--- config.mk ---
export PLATFORM = sky130hd
export DESIGN_NAME = binary_to_bcd_converter_flat
export DESIGN_NICKNAME = d
export VERILOG_FILES = /design/src/rtl/binary_to_bcd_converter_pkg.sv /design/src/rtl/binary_to_bcd_converter_if.sv /design/src/rtl/binary_to_bcd_converter_digit_adj.sv /design/src/rtl/binary_to_bcd_converter.sv /design/src/flat_wrapper.sv
export SDC_FILE = /design/constraint.sdc
export NUM_CORES = 1
export LEC_CHECK = 0
export ABC_AREA = 1
export BUFFER_PORTS_ARGS = -buffer_cell sky130_fd_sc_hd__buf_2
export CORE_ASPECT_RATIO = 1.5
export CORE_MARGIN = 2
export CORE_UTILIZATION = 51
export CTS_CLUSTER_SIZE = 8
export DETAILED_ROUTE_END_ITERATION = 7
export GPL_TIMING_DRIVEN = 0
export PLACE_DENSITY = 0.75
export SETUP_SLACK_MARGIN = 0.2
export SLEW_MARGIN = 20
export SYNTH_ARGS = -nofsm -noshare
export SYNTH_HDL_FRONTEND = slang
export SYNTH_SLANG_ARGS = --single-unit
export TNS_END_PERCENT = 50
--- constraint.sdc ---
create_clock -name CLK -period 1.3 [get_ports CLK]
set_input_delay 0.325 -clock CLK [delete_from_list [all_inputs] [get_ports CLK]]
set_output_delay 0.325 -clock CLK [all_outputs]
set_load 0.005 [all_outputs]
--- src/rtl/binary_to_bcd_converter_pkg.sv ---
// Shared constants and state encoding for the binary-to-BCD converter.
package bcd_pkg;
  localparam int unsigned BIN_W  = 20;
  localparam int unsigned DIGITS = 6;
  localparam int unsigned BCD_W  = 4 * DIGITS;
  localparam int unsigned CNT_W  = 5;
  localparam logic [BIN_W-1:0] MAX_VAL = 20'hF423F;

  typedef enum logic [1:0] {
    IDLE  = 2'd0,
    SHIFT = 2'd1,
    DONE  = 2'd2
  } state_e;
endpackage

--- src/rtl/binary_to_bcd_converter_if.sv ---
// Start/done handshake and data bundle between the requester and the converter.
interface binary_to_bcd_converter_if;
  import bcd_pkg::*;

  logic [BIN_W-1:0] Bin_Data;
  logic             Start_Sig;
  logic [BCD_W-1:0] BCD_Data;
  logic             Busy_Sig;
  logic             Done_Sig;
  logic             Ovf_Sig;

  modport master (
    output Bin_Data, Start_Sig,
    input  BCD_Data, Busy_Sig, Done_Sig, Ovf_Sig
  );

  modport slave (
    input  Bin_Data, Start_Sig,
    output BCD_Data, Busy_Sig, Done_Sig, Ovf_Sig
  );
endinterface

--- src/rtl/binary_to_bcd_converter_digit_adj.sv ---
// Double-dabble digit correction: digits of 5 or more get 3 added before the shift.
module bcd_digit_adj (
  input  logic [3:0] digit_i,
  output logic [3:0] digit_o
);
  always_comb begin
    digit_o = digit_i;
    if (digit_i >= 4'd5) digit_o = digit_i + 4'd3;
  end
endmodule

--- src/rtl/binary_to_bcd_converter.sv ---
// Iterative 20-bit binary to 6-digit packed BCD converter, one bit per clock,
// with saturation at 999999 and a result register held between conversions.
module binary_to_bcd_converter
  import bcd_pkg::*;
(
  input  logic                       CLK,
  input  logic                       RST_N,
  binary_to_bcd_converter_if.slave   bus
);
  state_e           state_q, state_d;
  logic [CNT_W-1:0] cnt_q, cnt_d;
  logic [BIN_W-1:0] op_q, op_d;
  logic [BCD_W-1:0] bcd_q, bcd_d, bcd_adj;
  logic [BCD_W-1:0] bcd_data_q, bcd_data_d;
  logic             ovf_flag_q, ovf_flag_d;
  logic             ovf_q, ovf_d;
  logic             done_q, done_d;

  for (genvar g = 0; g < DIGITS; g++) begin : g_adj
    bcd_digit_adj u_adj (
      .digit_i (bcd_q[g*4 +: 4]),
      .digit_o (bcd_adj[g*4 +: 4])
    );
  end

  always_comb begin
    state_d    = state_q;
    cnt_d      = cnt_q;
    op_d       = op_q;
    bcd_d      = bcd_q;
    bcd_data_d = bcd_data_q;
    ovf_flag_d = ovf_flag_q;
    ovf_d      = ovf_q;
    done_d     = 1'b0;
    unique case (state_q)
      IDLE: begin
        if (bus.Start_Sig) begin
          if (bus.Bin_Data > MAX_VAL) begin
            op_d       = MAX_VAL;
            ovf_flag_d = 1'b1;
          end else begin
            op_d       = bus.Bin_Data;
            ovf_flag_d = 1'b0;
          end
          bcd_d   = '0;
          cnt_d   = '0;
          state_d = SHIFT;
        end
      end
      SHIFT: begin
        // Operand MSB shifts into the least-significant BCD bit.
        {bcd_d, op_d} = {bcd_adj, op_q} << 1;
        cnt_d = cnt_q + 1'b1;
        if (cnt_q == CNT_W'(BIN_W - 1)) state_d = DONE;
      end
      DONE: begin
        bcd_data_d = bcd_q;
        ovf_d      = ovf_flag_q;
        done_d     = 1'b1;
        state_d    = IDLE;
      end
      default: state_d = IDLE;
    endcase
  end

  always_ff @(posedge CLK) begin
    if (!RST_N) begin
      state_q    <= IDLE;
      cnt_q      <= '0;
      op_q       <= '0;
      bcd_q      <= '0;
      bcd_data_q <= '0;
      ovf_flag_q <= 1'b0;
      ovf_q      <= 1'b0;
      done_q     <= 1'b0;
    end else begin
      state_q    <= state_d;
      cnt_q      <= cnt_d;
      op_q       <= op_d;
      bcd_q      <= bcd_d;
      bcd_data_q <= bcd_data_d;
      ovf_flag_q <= ovf_flag_d;
      ovf_q      <= ovf_d;
      done_q     <= done_d;
    end
  end

  assign bus.BCD_Data = bcd_data_q;
  assign bus.Busy_Sig = (state_q != IDLE);
  assign bus.Done_Sig = done_q;
  assign bus.Ovf_Sig  = ovf_q;
endmodule

--- src/flat_wrapper.sv ---
// flat-port wrapper written by rule: the top's interface ports become plain ports
module binary_to_bcd_converter_flat import bcd_pkg::*;
  (CLK, RST_N, bus_Bin_Data, bus_Start_Sig, bus_BCD_Data, bus_Busy_Sig, bus_Done_Sig, bus_Ovf_Sig);
  binary_to_bcd_converter_if bus_i ();
  input  logic CLK;
  input  logic RST_N;
  input wire logic [$bits(bus_i.Bin_Data)-1:0] bus_Bin_Data;
  input wire logic [$bits(bus_i.Start_Sig)-1:0] bus_Start_Sig;
  output wire logic [$bits(bus_i.BCD_Data)-1:0] bus_BCD_Data;
  output wire logic [$bits(bus_i.Busy_Sig)-1:0] bus_Busy_Sig;
  output wire logic [$bits(bus_i.Done_Sig)-1:0] bus_Done_Sig;
  output wire logic [$bits(bus_i.Ovf_Sig)-1:0] bus_Ovf_Sig;
  assign bus_i.Bin_Data = bus_Bin_Data;
  assign bus_i.Start_Sig = bus_Start_Sig;
  assign bus_BCD_Data = bus_i.BCD_Data;
  assign bus_Busy_Sig = bus_i.Busy_Sig;
  assign bus_Done_Sig = bus_i.Done_Sig;
  assign bus_Ovf_Sig = bus_i.Ovf_Sig;
  binary_to_bcd_converter u_core (.CLK(CLK), .RST_N(RST_N), .bus(bus_i));
endmodule
Word level (Yosys, flattened, before mapping)

Cells that the tools add are included.

Register bits: 78
Logic and storage cells: 51
Bits of input ports: 23

Add/sub/neg operators: 7
Magnitude comparators: 7
Muxes and demuxes: 18
Eq/ne operators: 5
Reductions and logical operators: 6

Operators by type and width:

| operator                                                                             | count |
|---|---|
| 24-bit case mux with 2 select lines                                                  | 1 |
| 20-bit 2-to-1 mux                                                                    | 2 |
| 20-bit case mux with 2 select lines                                                  | 1 |
| 4-bit by 3-bit greater-or-equal comparator with 1-bit output (second input constant) | 6 |
| 24-bit 2-to-1 mux                                                                    | 1 |
| 4-bit by 2-bit adder with 4-bit output (second input constant)                       | 5 |
| 20-bit > comparator (second input constant)                                          | 1 |
| 4-bit 2-to-1 mux                                                                     | 5 |
| 5-bit case mux with 2 select lines                                                   | 1 |
| 2-bit AND reduction                                                                  | 3 |
| 5-bit by 1-bit adder with 5-bit output (second input constant)                       | 1 |
| 5-bit equality test (second input constant)                                          | 1 |
| 5-bit 2-to-1 mux                                                                     | 1 |
| 2-bit 2-to-1 mux                                                                     | 2 |
| 2-bit case mux with 2 select lines                                                   | 1 |
| 2-bit nonzero test                                                                   | 2 |
| 3-bit by 2-bit adder with 3-bit output (second input constant)                       | 1 |
| 3-bit 2-to-1 mux                                                                     | 1 |
| 2-bit by 1-bit equality test with 1-bit output (second input constant)               | 1 |
| 2-bit equality test (second input constant)                                          | 1 |
| 2-bit logical NOT                                                                    | 1 |
| 1-bit 2-to-1 mux                                                                     | 2 |
| 2-bit by 1-bit != test with 1-bit output (second input constant)                     | 1 |
| 2-bit != test (second input constant)                                                | 1 |

Logic depth before layout (Yosys ltp)

Word-level depth: 4
Mapped depth: 10
Gate-level depth less buffers: 10

Cells and area by module

From an unflattened synthesis, not the netlist that was laid out.

Cells, all modules: 516
Area total of the unflattened synthesis: 3878.7 um2

Modules (own cells, without submodules):

| module                  | area each (um2) | cells each | times used |
|---|---|---|---|
| binary_to_bcd_converter | 3067.9          | 378        | 1 |
| bcd_digit_adj           | 135.1           | 23         | 6 |

Worst setup path before layout

Ideal clock, no wire load.

Path kind: flip-flop to flip-flop
Start: register u_core.bcd_q[0]
End: register u_core.bcd_q[2]
Required time: 1168 ps
Slack: 78 ps
Cell stages (with the launch flop): 9
Period minus slack after synthesis: 1222 ps
Arrival: 1090 ps
Library setup time: 132 ps
Cells stage by stage: dfxtp_1 > inv_1 > ha_1 > nor2_1 > nor2_1 > inv_1 > a21oi_1 > o21ai_0 > a21oi_1

Word-level cells in the longest chain between the ends: 3
Elaborated cells on any way between the ends: 4
Classes of those cells: add/sub: 1; order compare: 1; mux: 2

RTL lines:

| element                                                                                                                | line                                   | text |
|---|---|---|
| from (decl)                                                                                                            | binary_to_bcd_converter.sv:13          | `logic [BCD_W-1:0] bcd_q, bcd_d, bcd_adj;` |
| from (signal assigned)                                                                                                 | binary_to_bcd_converter.sv:71          | `bcd_q <= '0;` |
| from (signal assigned)                                                                                                 | binary_to_bcd_converter.sv:80          | `bcd_q <= bcd_d;` |
| 4-bit by 2-bit adder with 4-bit output or 4-bit by 3-bit greater-or-equal comparator with 1-bit output (tied branches) | binary_to_bcd_converter_digit_adj.sv:8 | `if (digit_i >= 4'd5) digit_o = digit_i + 4'd3;` |
| 4-bit 2-to-1 mux (*)                                                                                                   | binary_to_bcd_converter_digit_adj.sv:8 |  |
| 24-bit case mux with 2 select lines (*)                                                                                | binary_to_bcd_converter.sv:35          | `unique case (state_q)` |

Mark *: on every way between the ends. The rest lies on a longest branch, timed or not.
A chain may end at the register's enable or synchronous reset.

Worst setup path after layout

Start: register u_core.state_q[1]
End: register u_core.bcd_q[20]

Word-level cells in the longest chain between the ends: 3
Elaborated cells on any way between the ends: 6
Classes of those cells: eq/ne: 2; mux: 1; reduce/logical: 3

RTL lines:

| element                                                                             | line                          | text |
|---|---|---|
| from (decl)                                                                         | binary_to_bcd_converter.sv:10 | `state_e state_q, state_d;` |
| from (signal assigned)                                                              | binary_to_bcd_converter.sv:77 | `state_q <= state_d;` |
| 2-bit by 1-bit equality test with 1-bit output or 2-bit logical NOT (tied branches) | binary_to_bcd_converter.sv:35 |  |
| 2-bit nonzero test (no source line) or 2-bit != test (tied branches)                | n/a                           |  |
| 2-bit AND reduction (no source line)                                                | n/a                           |  |

Parallel ways exist; a longest one is shown, timed or not.

==> reports/metrics.yaml <==
powerDensity_nw_per_um2: 985.7
path_max_fanout: 7
synth_compound_area_share_pct: 22.47
finalSetupViolCount: 8
place_congestion: 0.8664
critPathArrivalTime_ns: 1.56
synth_top_area_share_pct: 42.95
synth_top_family_by_area: "compound AO/OA/AOI/OAI gates"
wirelength_um: 11800
synth_cells: 484
worstHoldPathType: "in -> reg"
synth_top_cells_by_area: "dfxtp_1, a21oi_1, nand2_1"
reg2reg_depth: 9
hp-start: "bus_Bin_Data[7]"
synth_xor_area_share_pct: 1.204
grt_max_degree: 13
wl_per_cell_um: 17.61
reg2reg_setup_slack_ns: -0.03
finalHoldViolCount: 0
dr_wl_met3_um: 497
ant_nets: 0
grt_pass1_vias: 3662
grt_pass1_wl_um: 16870
drv_slew: 0
synth_seq_area_share_pct: 42.95
finalClockSkew_ns: 0.009422
timing.critical_path.from: "u_core.state_q[1]$_SDFFE_PN0P_"
whs_endpoint: "u_core.op_q[7]$_SDFFE_PN0P_"
antenna_found_initial: 0
drc_errors: 0
synthesis.area_um2: 3636
required_ns: 1.53
min_period_ns: 1.333
fp.dieArea_um2: 7834
endpoint_kind: "register"
critical_path.reg2reg.endpoint: "u_core.bcd_q[20]$_SDFFE_PN0P_"
place_hpwl_um: 6276
status: "finished, violations left"
die_w_um: 72.94
avgSynthCellArea_um2: 7.512
synthMuxAreaShare_pct: 0
diodes: 0
dr.max_layer_used: "met4"
period_share_pct: 102.5
p_leak_nw: 2.308
grt_util_all_layers_pct: 28.25
ff_latch_area_um2: 1607
wl_met2_um: 6513
multi_input_area_um2: 2387
port_buffers: 49
tightest_slew_ns: 0.6877
tns_ns: -0.08167
ys_ff_latch: 78
synth_top_area_cell: "dfxtp_1"
cts-htree-levels: 3
synth_flop_cell: "dfxtp_1"
fp-row-count: 37
overflow: 0
violations: "negative setup slack"
critPathKind: "reg -> reg"
start_kind: "register"
clock_latency_ns: 0.37
synthAdderAreaFrac_pct: 4.474
first_pass_iters: 5
core_um2: 6898
fin_total_pwr_mw: 5.488
avgViaCountPerCell: 5.769
ir_worst_vdd_mv: 0.7264
clockBufferDepth: 2
slew_headroom_pct: 54.15
cts_root_buffer: "clkbuf_8"
layout-drive-gt1-share_pct: 49.66
clk_pin_slew_ns: 0.08
cap_viol_max_count: 0
final_cells: 670
cts_tree: "yes"
nets: 624
n_fill_cell: 377
cts-buffers-inserted: 9
vias: 3865
hold_depth: 3
cts_hold_buf: 0
cts.sink_count: 78
die_h_um: 107.4
fmax_mhz: 750.1
rsz0062_at_grt: "true"
synthSimpleGateAreaFrac_pct: 19.44
start_util_pct: 52.71
synth_edf_count: 0
area_delta_synth_final_pct: 53.13
utilization_pct: 80.72
yosysWarnings: 0
synth_cell_types: 31
drtIter0Drc: 240
timing.rr.start: "u_core.state_q[1]$_SDFFE_PN0P_"
synth_fp_nets: 520
worst_slack_ns: -0.03312
num_io_pins: 50
wl_met1_um: 4457
hold_ws_ns: 0.2396
synthArstFlopShare_pct: 0
place_inst: 611
[report_power, final]
part	total (mW)	internal (mW)	switching, mW	leakage [nW]
registers	2.50	2.44	0.0582	0.645
clock network	2.08	1.17	0.908	0.115
logic	0.914	0.432	0.482	1.55
[worst max-delay path by stage]
stage	to	slack, ns	cells after the start
floorplan	u_core.bcd_q[10]$_SDFFE_PN0P_	0.14	8
global placement	u_core.op_q[0]$_SDFFE_PN0P_	-0.14	8
detailed placement	u_core.op_q[0]$_SDFFE_PN0P_	-0.16	8
CTS	u_core.bcd_q[6]$_SDFFE_PN0P_	0.006	9
global route	u_core.bcd_q[2]$_SDFFE_PN0P_	-0.10	9
finish	u_core.bcd_q[20]$_SDFFE_PN0P_	-0.03	9
[synthesized netlist by cell type (2+ instances only)]
library cell	number
nand2_1	81
dfxtp_1	78
a21oi_1	75
nor2_1	52
o21ai_0	51
inv_1	40
nand3_1	15
ha_1	13
a22oi_1	10
buf_2	9
nand4_1	9
clkbuf_1	8
o22ai_1	5
xor2_1	5
buf_4	4
buf_6	4
a21oi_2	3
inv_2	3
o31ai_1	3
inv_4	2
nand2_4	2
or2_0	2
or2_1	2
[what timing repair did]
item                                    CTS  global route
endpoints found under the setup margin  104           105
pin swaps                                40            36
gates resized for setup                 114           129
setup buffers                            29             9
cloned                                    5             1
[cell type report]
type / instances / area share [%]
Sequential cell: 78 / 28.85
Multi-Input combinational cell: 334 / 42.88
Clock inverter: 4 / 1.258
Timing Repair Buffer: 93 / 13.33
Inverter: 45 / 4.202
Tap cell: 78 / 1.753
Clock buffer: 11 / 2.719
Buffer: 27 / 5.011
[registers in the layout, indices dropped and copies added, names as in the netlist]
signal               count
u_core.bcd_q            24
u_core.bus.BCD_Data     24
u_core.op_q             20
u_core.cnt_q             5
u_core.state_q           2
u_core.bus.Done_Sig      1
u_core.bus.Ovf_Sig       1
u_core.ovf_flag_q        1
[worst max-delay path, cell delays in order, from the launching register on]
cell,delay (ns)
dfxtp_2,0.35
clkinv_4,0.07
buf_12,0.13
nand2_8,0.10
inv_12,0.07
buf_8,0.14
nand2_1,0.09
nor2_1,0.07
a21oi_2,0.13
nor2_1,0.05
[layer usage]
metal	global-route usage (%)	vias to the layer above
met3	5.618	29
met5	0	-
li1	-	1830
met2	50.26	141
met1	30.04	1865
met4	16.40	0
[cells by family after synthesis]
| family | after synthesis |
|---|---|
| compound gates | 150 |
| xor+xnor | 5 |
| fa+ha+maj | 13 |
| flops | 78 |
| buf+inv | 72 |
| simple gates | 166 |
[metrics by stage]
step           setup slack [ns]  cell area (µm²)
6_report               -0.03312             5568
5_1_grt                 -0.1027             5568
4_1_cts                0.005661             5067
3_5_place_dp            -0.1589             4094
3_3_place_gp            -0.1442             4094
2_1_floorplan            0.1387             3751
[placed cells by master, fill, tap and decap left out, drive strengths merged, types with 5 or more instances in the layout]
master  netlist  layout
a21oi        78      78
a22oi        10      10
buf          18     111
clkbuf        9      20
dfxtp        78      78
ha           13      13
inv          45      43
nand2        84      84
nand3        16      16
nand4         9       9
nor2         52      52
o21ai        53      53
o22ai         5       5
xor2          5       5
No activity file was read; power rests on OpenSTA's default activity.
